<file path="config.mk">
export PLATFORM = sky130hd
export DESIGN_NAME = ccp_fill_ctrl_tx
export DESIGN_NICKNAME = d
export VERILOG_FILES = /design/src/rtl/ccp_fill_pkg.sv /design/src/rtl/ccp_fill_req_fifo.sv /design/src/rtl/ccp_fill_ctrl_tx.sv
export SDC_FILE = /design/constraint.sdc
export NUM_CORES = 1
export LEC_CHECK = 0
export ABC_AREA = 1
export BUFFER_PORTS_ARGS = -buffer_cell sky130_fd_sc_hd__buf_4
export CORE_ASPECT_RATIO = 1.75
export CORE_MARGIN = 10
export CORE_UTILIZATION = 45
export DETAILED_ROUTE_END_ITERATION = 10
export HOLD_SLACK_MARGIN = 0.08
export PLACE_DENSITY_LB_ADDON = 0.2
export SLEW_MARGIN = 10
export SYNTH_ARGS = -nofsm -noshare
export SYNTH_HDL_FRONTEND = slang
export SYNTH_SLANG_ARGS = --single-unit
</file>
<file path="constraint.sdc">
create_clock -name clk -period 5.05 [get_ports clk]
set_clock_uncertainty 0.1 [all_clocks]
set_input_delay 1.01 -clock clk [delete_from_list [all_inputs] [get_ports clk]]
set_output_delay 1.01 -clock clk [all_outputs]
set_load 0.02 [all_outputs]
</file>
<file path="src/rtl/ccp_fill_pkg.sv">
// Shared types and geometry for the CCP fill transmitter.
package ccp_fill_pkg;

  localparam int unsigned N_WAYS          = 2;
  localparam int unsigned WAY_POINTER_W   = $clog2(N_WAYS);
  localparam int unsigned CACHE_STATE_W   = 2;
  localparam int unsigned DATA_W          = 129;
  localparam int unsigned ADDRESS_W       = 32;
  localparam int unsigned BURST_LEN_W     = 2;
  localparam int unsigned MAX_BEAT        = 1 << BURST_LEN_W;
  localparam int unsigned TABLE_ENTRIES   = 64;
  localparam int unsigned TABLE_ENTRIES_W = $clog2(TABLE_ENTRIES);
  localparam int unsigned QUEUE_DEPTH     = 4;

  typedef struct packed {
    logic [TABLE_ENTRIES_W-1:0] id;
    logic [ADDRESS_W-1:0]       address;
    logic [WAY_POINTER_W-1:0]   way;
    logic [CACHE_STATE_W-1:0]   state;
    logic                       security;
    logic [BURST_LEN_W-1:0]     beat;
  } fill_req_t;

  typedef struct packed {
    logic [DATA_W-1:0]          data;
    logic [TABLE_ENTRIES_W-1:0] id;
    logic [ADDRESS_W-1:0]       address;
    logic [WAY_POINTER_W-1:0]   way;
    logic [BURST_LEN_W-1:0]     beat;
  } fill_beat_t;

  // Beat number wraps modulo MAX_BEAT through the natural width truncation.
  function automatic logic [BURST_LEN_W-1:0] beat_at(input logic [BURST_LEN_W-1:0] start,
                                                     input logic [BURST_LEN_W-1:0] cnt);
    return start + cnt;
  endfunction

endpackage

</file>
<file path="src/rtl/ccp_fill_req_fifo.sv">
// Queue of accepted fill requests waiting for their data beats.
module ccp_fill_req_fifo
  import ccp_fill_pkg::*;
#(
  parameter int unsigned DEPTH = QUEUE_DEPTH
) (
  input  logic      clk,
  input  logic      reset_n,
  input  logic      push,
  input  fill_req_t push_data,
  input  logic      pop,
  output fill_req_t pop_data,
  output logic      full,
  output logic      empty
);

  localparam int unsigned AW = $clog2(DEPTH);

  fill_req_t       mem [DEPTH];
  logic [AW-1:0]   wr_ptr;
  logic [AW-1:0]   rd_ptr;
  logic [AW:0]     count;

  always_ff @(posedge clk or negedge reset_n) begin
    if (!reset_n) begin
      wr_ptr <= '0;
      rd_ptr <= '0;
      count  <= '0;
    end else begin
      if (push) wr_ptr <= wr_ptr + AW'(1);
      if (pop)  rd_ptr <= rd_ptr + AW'(1);
      unique case ({push, pop})
        2'b10:   count <= count + (AW+1)'(1);
        2'b01:   count <= count - (AW+1)'(1);
        default: count <= count;
      endcase
    end
  end

  always_ff @(posedge clk) begin
    if (push) mem[wr_ptr] <= push_data;
  end

  assign pop_data = mem[rd_ptr];
  assign full     = (count == (AW+1)'(DEPTH));
  assign empty    = (count == '0);

endmodule

</file>
<file path="src/rtl/ccp_fill_ctrl_tx.sv">
// CCP fill-interface transmitter: fill-state channel, fill-data channel, busy-id tracking.
// Optional sticky protocol checker built only when CCP_FILL_TX_ERR_CHK_EN is defined.
module ccp_fill_ctrl_tx
  import ccp_fill_pkg::*;
#(
  parameter int unsigned N_WAYS          = ccp_fill_pkg::N_WAYS,
  parameter int unsigned WAY_POINTER_W   = $clog2(N_WAYS),
  parameter int unsigned CACHE_STATE_W   = ccp_fill_pkg::CACHE_STATE_W,
  parameter int unsigned DATA_W          = ccp_fill_pkg::DATA_W,
  parameter int unsigned ADDRESS_W       = ccp_fill_pkg::ADDRESS_W,
  parameter int unsigned BURST_LEN_W     = ccp_fill_pkg::BURST_LEN_W,
  parameter int unsigned TABLE_ENTRIES   = ccp_fill_pkg::TABLE_ENTRIES,
  parameter int unsigned TABLE_ENTRIES_W = $clog2(TABLE_ENTRIES),
  parameter int unsigned QUEUE_DEPTH     = ccp_fill_pkg::QUEUE_DEPTH
) (
  input  logic                       clk,
  input  logic                       reset_n,
  input  logic                       fill_req_valid,
  output logic                       fill_req_ready,
  input  logic [TABLE_ENTRIES_W-1:0] fill_req_id,
  input  logic [ADDRESS_W-1:0]       fill_req_address,
  input  logic [WAY_POINTER_W-1:0]   fill_req_way_num,
  input  logic [CACHE_STATE_W-1:0]   fill_req_state,
  input  logic                       fill_req_security,
  input  logic [BURST_LEN_W-1:0]     fill_req_beat_num,
  input  logic                       beat_in_valid,
  output logic                       beat_in_ready,
  input  logic [DATA_W-1:0]          beat_in_data,
  output logic                       ctrl_fill_valid,
  output logic [ADDRESS_W-1:0]       ctrl_fill_address,
  output logic [WAY_POINTER_W-1:0]   ctrl_fill_way_num,
  output logic [CACHE_STATE_W-1:0]   ctrl_fill_state,
  output logic                       ctrl_fill_security,
  input  logic                       cache_fill_ready,
  output logic                       ctrl_fill_data_valid,
  output logic [DATA_W-1:0]          ctrl_fill_data,
  output logic [TABLE_ENTRIES_W-1:0] ctrl_fill_data_id,
  output logic [ADDRESS_W-1:0]       ctrl_fill_data_address,
  output logic [WAY_POINTER_W-1:0]   ctrl_fill_data_way_num,
  output logic [BURST_LEN_W-1:0]     ctrl_fill_data_beat_num,
  input  logic                       cache_fill_data_ready,
  input  logic                       cache_fill_done,
  input  logic [TABLE_ENTRIES_W-1:0] cache_fill_done_id,
  output logic [TABLE_ENTRIES-1:0]   fill_id_busy_vec,
  output logic                       fill_err
);

  fill_req_t                 req_in;
  fill_req_t                 q_head;
  logic                      q_full;
  logic                      q_empty;
  logic                      q_pop;
  logic                      req_fire;
  logic                      beat_fire;
  logic                      st_free;
  logic                      stage_ld;
  logic                      st_valid;
  fill_req_t                 st_q;
  logic                      dv_q;
  fill_beat_t                dq;
  logic [BURST_LEN_W-1:0]    beat_cnt;
  logic [TABLE_ENTRIES-1:0]  busy_q;
  logic                      q_head_unused;

  assign req_in = '{id:       fill_req_id,
                    address:  fill_req_address,
                    way:      fill_req_way_num,
                    state:    fill_req_state,
                    security: fill_req_security,
                    beat:     fill_req_beat_num};

  // The state slot is free if empty or being handshaken this cycle.
  assign st_free        = !st_valid || cache_fill_ready;
  assign fill_req_ready = st_free && !q_full && !busy_q[fill_req_id] && (fill_req_state != '0);
  assign req_fire       = fill_req_valid && fill_req_ready;

  assign stage_ld       = !dv_q || cache_fill_data_ready;
  assign beat_in_ready  = !q_empty && stage_ld;
  assign beat_fire      = beat_in_valid && beat_in_ready;
  assign q_pop          = beat_fire && (beat_cnt == BURST_LEN_W'(MAX_BEAT - 1));

  ccp_fill_req_fifo #(.DEPTH(QUEUE_DEPTH)) u_req_fifo (
    .clk       (clk),
    .reset_n   (reset_n),
    .push      (req_fire),
    .push_data (req_in),
    .pop       (q_pop),
    .pop_data  (q_head),
    .full      (q_full),
    .empty     (q_empty)
  );

  always_ff @(posedge clk or negedge reset_n) begin
    if (!reset_n) begin
      st_valid <= 1'b0;
      st_q     <= '0;
    end else if (req_fire) begin
      st_valid <= 1'b1;
      st_q     <= req_in;
    end else if (cache_fill_ready) begin
      st_valid <= 1'b0;
    end
  end

  always_ff @(posedge clk or negedge reset_n) begin
    if (!reset_n) begin
      dv_q     <= 1'b0;
      dq       <= '0;
      beat_cnt <= '0;
    end else begin
      if (beat_fire) begin
        dv_q       <= 1'b1;
        dq.data    <= beat_in_data;
        dq.id      <= q_head.id;
        dq.address <= q_head.address;
        dq.way     <= q_head.way;
        dq.beat    <= beat_at(q_head.beat, beat_cnt);
        beat_cnt   <= q_pop ? '0 : beat_cnt + BURST_LEN_W'(1);
      end else if (cache_fill_data_ready) begin
        dv_q <= 1'b0;
      end
    end
  end

  // A new request's set wins over a done clear for the same id (only reachable on a stray done).
  always_ff @(posedge clk or negedge reset_n) begin
    if (!reset_n) begin
      busy_q <= '0;
    end else begin
      if (cache_fill_done) busy_q[cache_fill_done_id] <= 1'b0;
      if (req_fire)        busy_q[fill_req_id]        <= 1'b1;
    end
  end

`ifdef CCP_FILL_TX_ERR_CHK_EN
  logic err_q;
  always_ff @(posedge clk or negedge reset_n) begin
    if (!reset_n) begin
      err_q <= 1'b0;
    end else if ((cache_fill_done && !busy_q[cache_fill_done_id]) ||
                 (fill_req_valid && (fill_req_state == '0))) begin
      err_q <= 1'b1;
    end
  end
  assign fill_err = err_q;
`else
  assign fill_err = 1'b0;
`endif

  assign q_head_unused = ^{q_head.state, q_head.security};

  assign ctrl_fill_valid         = st_valid;
  assign ctrl_fill_address       = st_q.address;
  assign ctrl_fill_way_num       = st_q.way;
  assign ctrl_fill_state         = st_q.state;
  assign ctrl_fill_security      = st_q.security;
  assign ctrl_fill_data_valid    = dv_q;
  assign ctrl_fill_data          = dq.data;
  assign ctrl_fill_data_id       = dq.id;
  assign ctrl_fill_data_address  = dq.address;
  assign ctrl_fill_data_way_num  = dq.way;
  assign ctrl_fill_data_beat_num = dq.beat;
  assign fill_id_busy_vec        = busy_q;

endmodule

</file>
# Word level (Yosys, flattened, before mapping)
# Memories as Yosys holds them, arrays and structs flattened.
# Cells that the tools add are included.
# totals
ff_bits	281
ramBits	176
output_inout_bits	275
n_memories	1
# mem_list
memory	depth	width	read_ports	rd_clocked_by_memory_dff	wr	line_no	rtl
u_req_fifo.mem	4	44	1	0	1	ccp_fill_req_fifo.sv:19	fill_req_t mem [DEPTH];
# classes
addsub	6
n_lt_le_gt_ge	4
n_eq_ne	4
mux	16
n_bitwise	3
n_reduce_logical	21
# op_table
cell	n
$mux W64	2
$and A64 B64 Y64	1
$not A64 Y64	1
$or A64 B64 Y64	1
$lt A6 B7 Y1 const B	2
$demux W1 S6	2
$ge A6 B1 Y1 const B	2
$logic_and A1 B1 Y1	9
$mux W1	9
$reduce_bool A2 Y1	4
$add A2 B1 Y2 const B	3
$bmux W1 S6	1
$pmux W3 S2	1
$logic_not A1 Y1	5
$eq A2 B2 Y1 const B	2
$add A3 B1 Y3 const B	1
$eq A3 B3 Y1 const B	1
$logic_not A3 Y1	1
$sub A3 B1 Y3 const B	1
$add A2 B2 Y2	1
$eq A2 B1 Y1 const B	1
$logic_or A1 B1 Y1	2
$mux W2	1

# Depth between registers and ports, before layout
# logic_depth
word_depth	9
ltp_mapped	19
mapped_depth_nobuf	17

# Cells and area by module
# Synthesis repeated with hierarchy kept, for this count alone.
# hier_totals
cells_unflattened	2071
hier_area_um2	19628.8
# by_module_without_submodules
mod	instances	cells_per_inst	area_per_inst_um2	seq_area_each_um2
ccp_fill_ctrl_tx	1	1509	12141.6	6856.6
ccp_fill_req_fifo	1	562	7487.2	5460.2

# Worst setup path before layout
# Ideal clock, no wire load.
# synth_path
path_kind	input port to flip-flop
from	input fill_req_id[0]
to	memory u_req_fifo.mem[0][0] in the netlist's numbering, enable pin
arrival_ps	3961
required_ps	4511
setup_slack_ps	550
path_stages	11
path_buffers	2
cell_sequence	inv_2 clkbuf_1 nand2_1 nand3_1 nand2_1 o21ai_1 nand2_1 nor2_2 nand3_2 buf_2 nor2_1
# synth_between
elab_chain_cells	8
# synth_rtl
item	line_no	rtl
start: declaration	ccp_fill_ctrl_tx.sv:20	input logic [TABLE_ENTRIES_W-1:0] fill_req_id,
$bmux W1 S6	ccp_fill_ctrl_tx.sv:74	assign fill_req_ready = st_free && !q_full && !busy_q[fill_req_id] && (fill_req_state != '0);
$mux W1 (implied by the code)	ccp_fill_ctrl_tx.sv:74	
$logic_not A1 Y1	ccp_fill_ctrl_tx.sv:74	
$logic_and A1 B1 Y1 (2 in a row)	ccp_fill_ctrl_tx.sv:74	
$logic_and A1 B1 Y1	ccp_fill_ctrl_tx.sv:75	assign req_fire = fill_req_valid && fill_req_ready;
$mux W1	ccp_fill_req_fifo.sv:41	if (push) mem[wr_ptr] <= push_data;
$mux W1 (implied by the code)	ccp_fill_req_fifo.sv:41	
end: declaration	ccp_fill_req_fifo.sv:19	
# Every way passes these cells. The select of a mux whose other input is x is not followed.

# Final worst setup path
# layout_path
from	input fill_req_id[0]
to	output fill_req_ready
# layout_between
elab_chain_cells	5
# layout_rtl
item	line_no	rtl
$bmux W1 S6	ccp_fill_ctrl_tx.sv:74	
$mux W1 (implied by the code)	ccp_fill_ctrl_tx.sv:74	
$logic_not A1 Y1	ccp_fill_ctrl_tx.sv:74	
$logic_and A1 B1 Y1 (2 in a row)	ccp_fill_ctrl_tx.sv:74	
end: declaration	ccp_fill_ctrl_tx.sv:19	output logic fill_req_ready,
# Every way passes these cells. The select of a mux whose other input is x is not followed.

==> run metrics <==
relative area change from synthesis to final layout=29.3%; static power due to leakage=0.0115 uW; count of input and output buffers=459; deepest clock path buffer count=3; clock net sink count=445; final RePlAce weighted congestion=0.946; Max-slew headroom=between 20% and 30%; hpwl dp=46.0 mm; Initial Utilization=45.8%; die extent in y=around 290 um; peak ir drop on the vdd network=0.266 mV; total routing resource utilization after global routing=24.8%; arrival time of the worst setup path=2.88 ns; highest cell delay on the worst timing path=0.38 ns; clock root buffer=clkbuf_16; unique cell type count in the Yosys netlist=33; Async S/R FF share, synth=63.1%; core area=around 40,000 um^2; CTS Buf Count=41; endpoints failing hold=0; total of cells resized after clock tree synthesis=0; share of synthesized cell area in and, or, nand and nor gates=23.8%; Vias per Instance=~5.3; Die Footprint=49,700 um^2; crit-path leading delay family=simple AND/OR/NAND/NOR gates; share of synthesized cell area in full adder, half adder and majority cells=less than 1%; clock transition time at the flip-flop clock pins of the worst setup and hold paths=0.07 ns; clock insertion delay at the later pin of the skew report=0.55 ns; number of register bits inferred by synthesis=445; fin util=59.2%; achievable clock frequency=251 MHz; share of the yosys chip area belonging to registers=between 60% and 70%; remaining number of nets flagged by the antenna check after routing=0; cell type with the largest total area after synthesis=dfrtp_1; 1st-pass router iterations=8; instance count of the mapped netlist=1,931; main flop type after synthesis=dfrtp_1; number of nets in the layout=2,537; largest cells by area after synthesis=dfrtp_1, edfxtp_1, nand2_1; Setup-failing EPs final=0; critical setup path kind=in2out; Synth Area in XOR/XNOR=less than 1%; setup repair bufs after CTS=0; detail-routed net length per standard cell=between 20 and 25 um; GRT overflow=0; leading post-synthesis cells by instance count=nand2_1, dfrtp_1, nor2_1; maximum capacitance violations=0; Final Cell Area=23,800 um^2; H-tree depth reported by CTS=2; count of hold-fix buffers inserted at cts=0; type of destination of the critical path=primary output; kind of launch point of the worst setup path=input port; syn nets=2,125; post-synthesis area per instance=~9.5 um^2; starting DRC count in detailed routing=1,228; CP max-delay cell=buf_4; count of buffering cells on the critical path with inverters included=3; number of max-slew violations in the final report=0; dpl cell area=22,300 um^2; Site Rows=97; via count of the first global-routing pass=approximately 16,000; most frequent cell on the critical path=nand2_1; area share of the largest cell type after synthesis=38.2%; setup repair after global routing missed its margin=no; run status=complete, no violations; ratio of final minimum period to clock period=79.0%; register-to-register path setup slack=2.16 ns; clock tree from TritonCTS=built; largest net degree at the start of global routing=174; via count=~16,000; pwr/cell area=615 nW/um^2; data required time of the worst path=3.94 ns; worst min-delay path category=in2async; main combinational cell family by area after synthesis=simple AND/OR/NAND/NOR gates; Fin Hold WS=between 0.3 and 0.4 ns; I/O pins=461; Final WS setup=1.06 ns; Die W=173 um; final critical path time including I/O delays and setup=3.99 ns; transition at the pin with the smallest max-transition slack=1.15 ns; Total Wirelength=64.2 mm; maximum fanout encountered on the critical timing path=53; antenna violations before repair=5; setup total negative slack=0 ns; compound-gate portion of the synthesized area=6.29%; most repeated cell in the gate-level netlist after synthesis=nand2_1; cell breakdown of the critical path=buf_4 -> inv_2 -> nand2_1 -> nand2_1 -> nand2_1 -> nand2_1 -> nand2_1 -> nand2_1 -> nand2_1 -> nand3_1 -> nor2_4 -> and2_1 -> buf_4; residual DRC count=0; first-pass GRT wire length=96.4 mm; number of enable-type register cells in the synthesized netlist=164; Synth Cell Area=18,400 um^2; fraction of final layout cells with drive strength greater than 1=between 20% and 30%; number of warnings printed during yosys synthesis=0; multiplexer share of the synthesized area=0%; setup slack at placement=0.987 ns
==> report_power, final <==
part	switching, uW	internal [uW]	leakage, uW
Clock	1380	1920	0.000699
Sequential	668	4860	0.00502
Combinational	3730	2060	0.00578
==> state kept, by name, indices dropped and copies added, names as in the netlist <==
signal / count
ctrl_fill_data_beat_num: 2
ctrl_fill_data_way_num: 1
ctrl_fill_state: 2
fill_id_busy_vec: 64
ctrl_fill_data_valid: 1
ctrl_fill_valid: 1
ctrl_fill_way_num: 1
beat_cnt: 2
ctrl_fill_address: 32
ctrl_fill_data_address: 32
u_req_fifo.mem: 164
ctrl_fill_data: 129
u_req_fifo.wr_ptr: 2
u_req_fifo.count: 3
ctrl_fill_security: 1
ctrl_fill_data_id: 6
u_req_fifo.rd_ptr: 2
==> final cells by class <==
| type | instances | area, um^2 |
|---|---|---|
| clock buffers | 53 | 1140 |
| diodes | 5 | 12.5 |
| multi-input cells | 1305 | 5740 |
| repair buffers | 480 | 3700 |
| flip-flops and latches | 445 | 12000 |
| well taps | 544 | 681 |
| fillers | 3505 | 16400 |
| clock inverters | 22 | 287 |
| inverters | 70 | 265 |
==> placed cells by master, fill, tap and decap left out, drive strengths merged <==
master and count:
nand2 765, buf 480, dfrtp 281, nor2 169
edfxtp 164, o21ai 158, nand4 105, inv 73
clkbuf 53, o22ai 40, nand3 16, nor3 13
clkinv 11, o211ai 10, ha 7, or2 7
bufinv 6, diode 5, xnor2 3, xor2 3
o31ai 2, a21oi 2, clkinvlp 2, a31oi 1
and2 1, a32oi 1, fa 1, conb 1
==> per-stage QoR <==
| step | total power [uW] | std cells |
|---|---|---|
| 2_1_floorplan | 8640 | 1931 |
| 3_3_place_gp | 11300 | 2844 |
| 3_5_place_dp | 11400 | 2844 |
| 4_1_cts | 14800 | 2919 |
| 5_1_grt | 15400 | 2924 |
| 6_report | 14600 | 2924 |
==> cells by family after synthesis <==
group,Yosys count
DFF,445
and+or+nand+nor,1076
adders and majority gates,8
AOI/OAI and AO/OA,214
xor gates and xnor gates,6
other,1
buffers and inverters,181
==> path summary, 6_finish.rpt <==
path                                             startpoint                                endpoint  depth (start not counted)
max reg2reg                     ctrl_fill_valid$_DFFE_PN0P_         u_req_fifo.mem[3][25]$_DFFE_PP_                         10
min reg2reg                ctrl_fill_address[6]$_DFFE_PN0N_        ctrl_fill_address[6]$_DFFE_PN0N_                          2
max                                          fill_req_id[0]                          fill_req_ready                         13
min                                                 reset_n          ctrl_fill_data[44]$_DFFE_PN0P_                          1
min in group clk           ctrl_fill_address[6]$_DFFE_PN0N_        ctrl_fill_address[6]$_DFFE_PN0N_                          2
max in group asynchronous                           reset_n  ctrl_fill_data_address[24]$_DFFE_PN0P_                          2
==> per-layer routing <==
| metal | track usage [%] | up-vias | wire length [um] |
|---|---|---|---|
| met4 | 13.6 | 0 | 3370 |
| met2 | 43.8 | 706 | 33300 |
| met5 | 0 | - | 0 |
| met1 | 26.7 | 7551 | 22500 |
| li1 | - | 7192 | - |
| met3 | 6.39 | 152 | 5100 |
==> worst register-to-register path, delay by kind of cell (launching register included) <==
family | cells | cell delay (ns)
compound gates | 2 | 0.45
flops | 1 | 0.39
buf+inv | 3 | 0.41
simple gates | 5 | 1.21
Note: power is estimated with default switching activity, not from simulation.
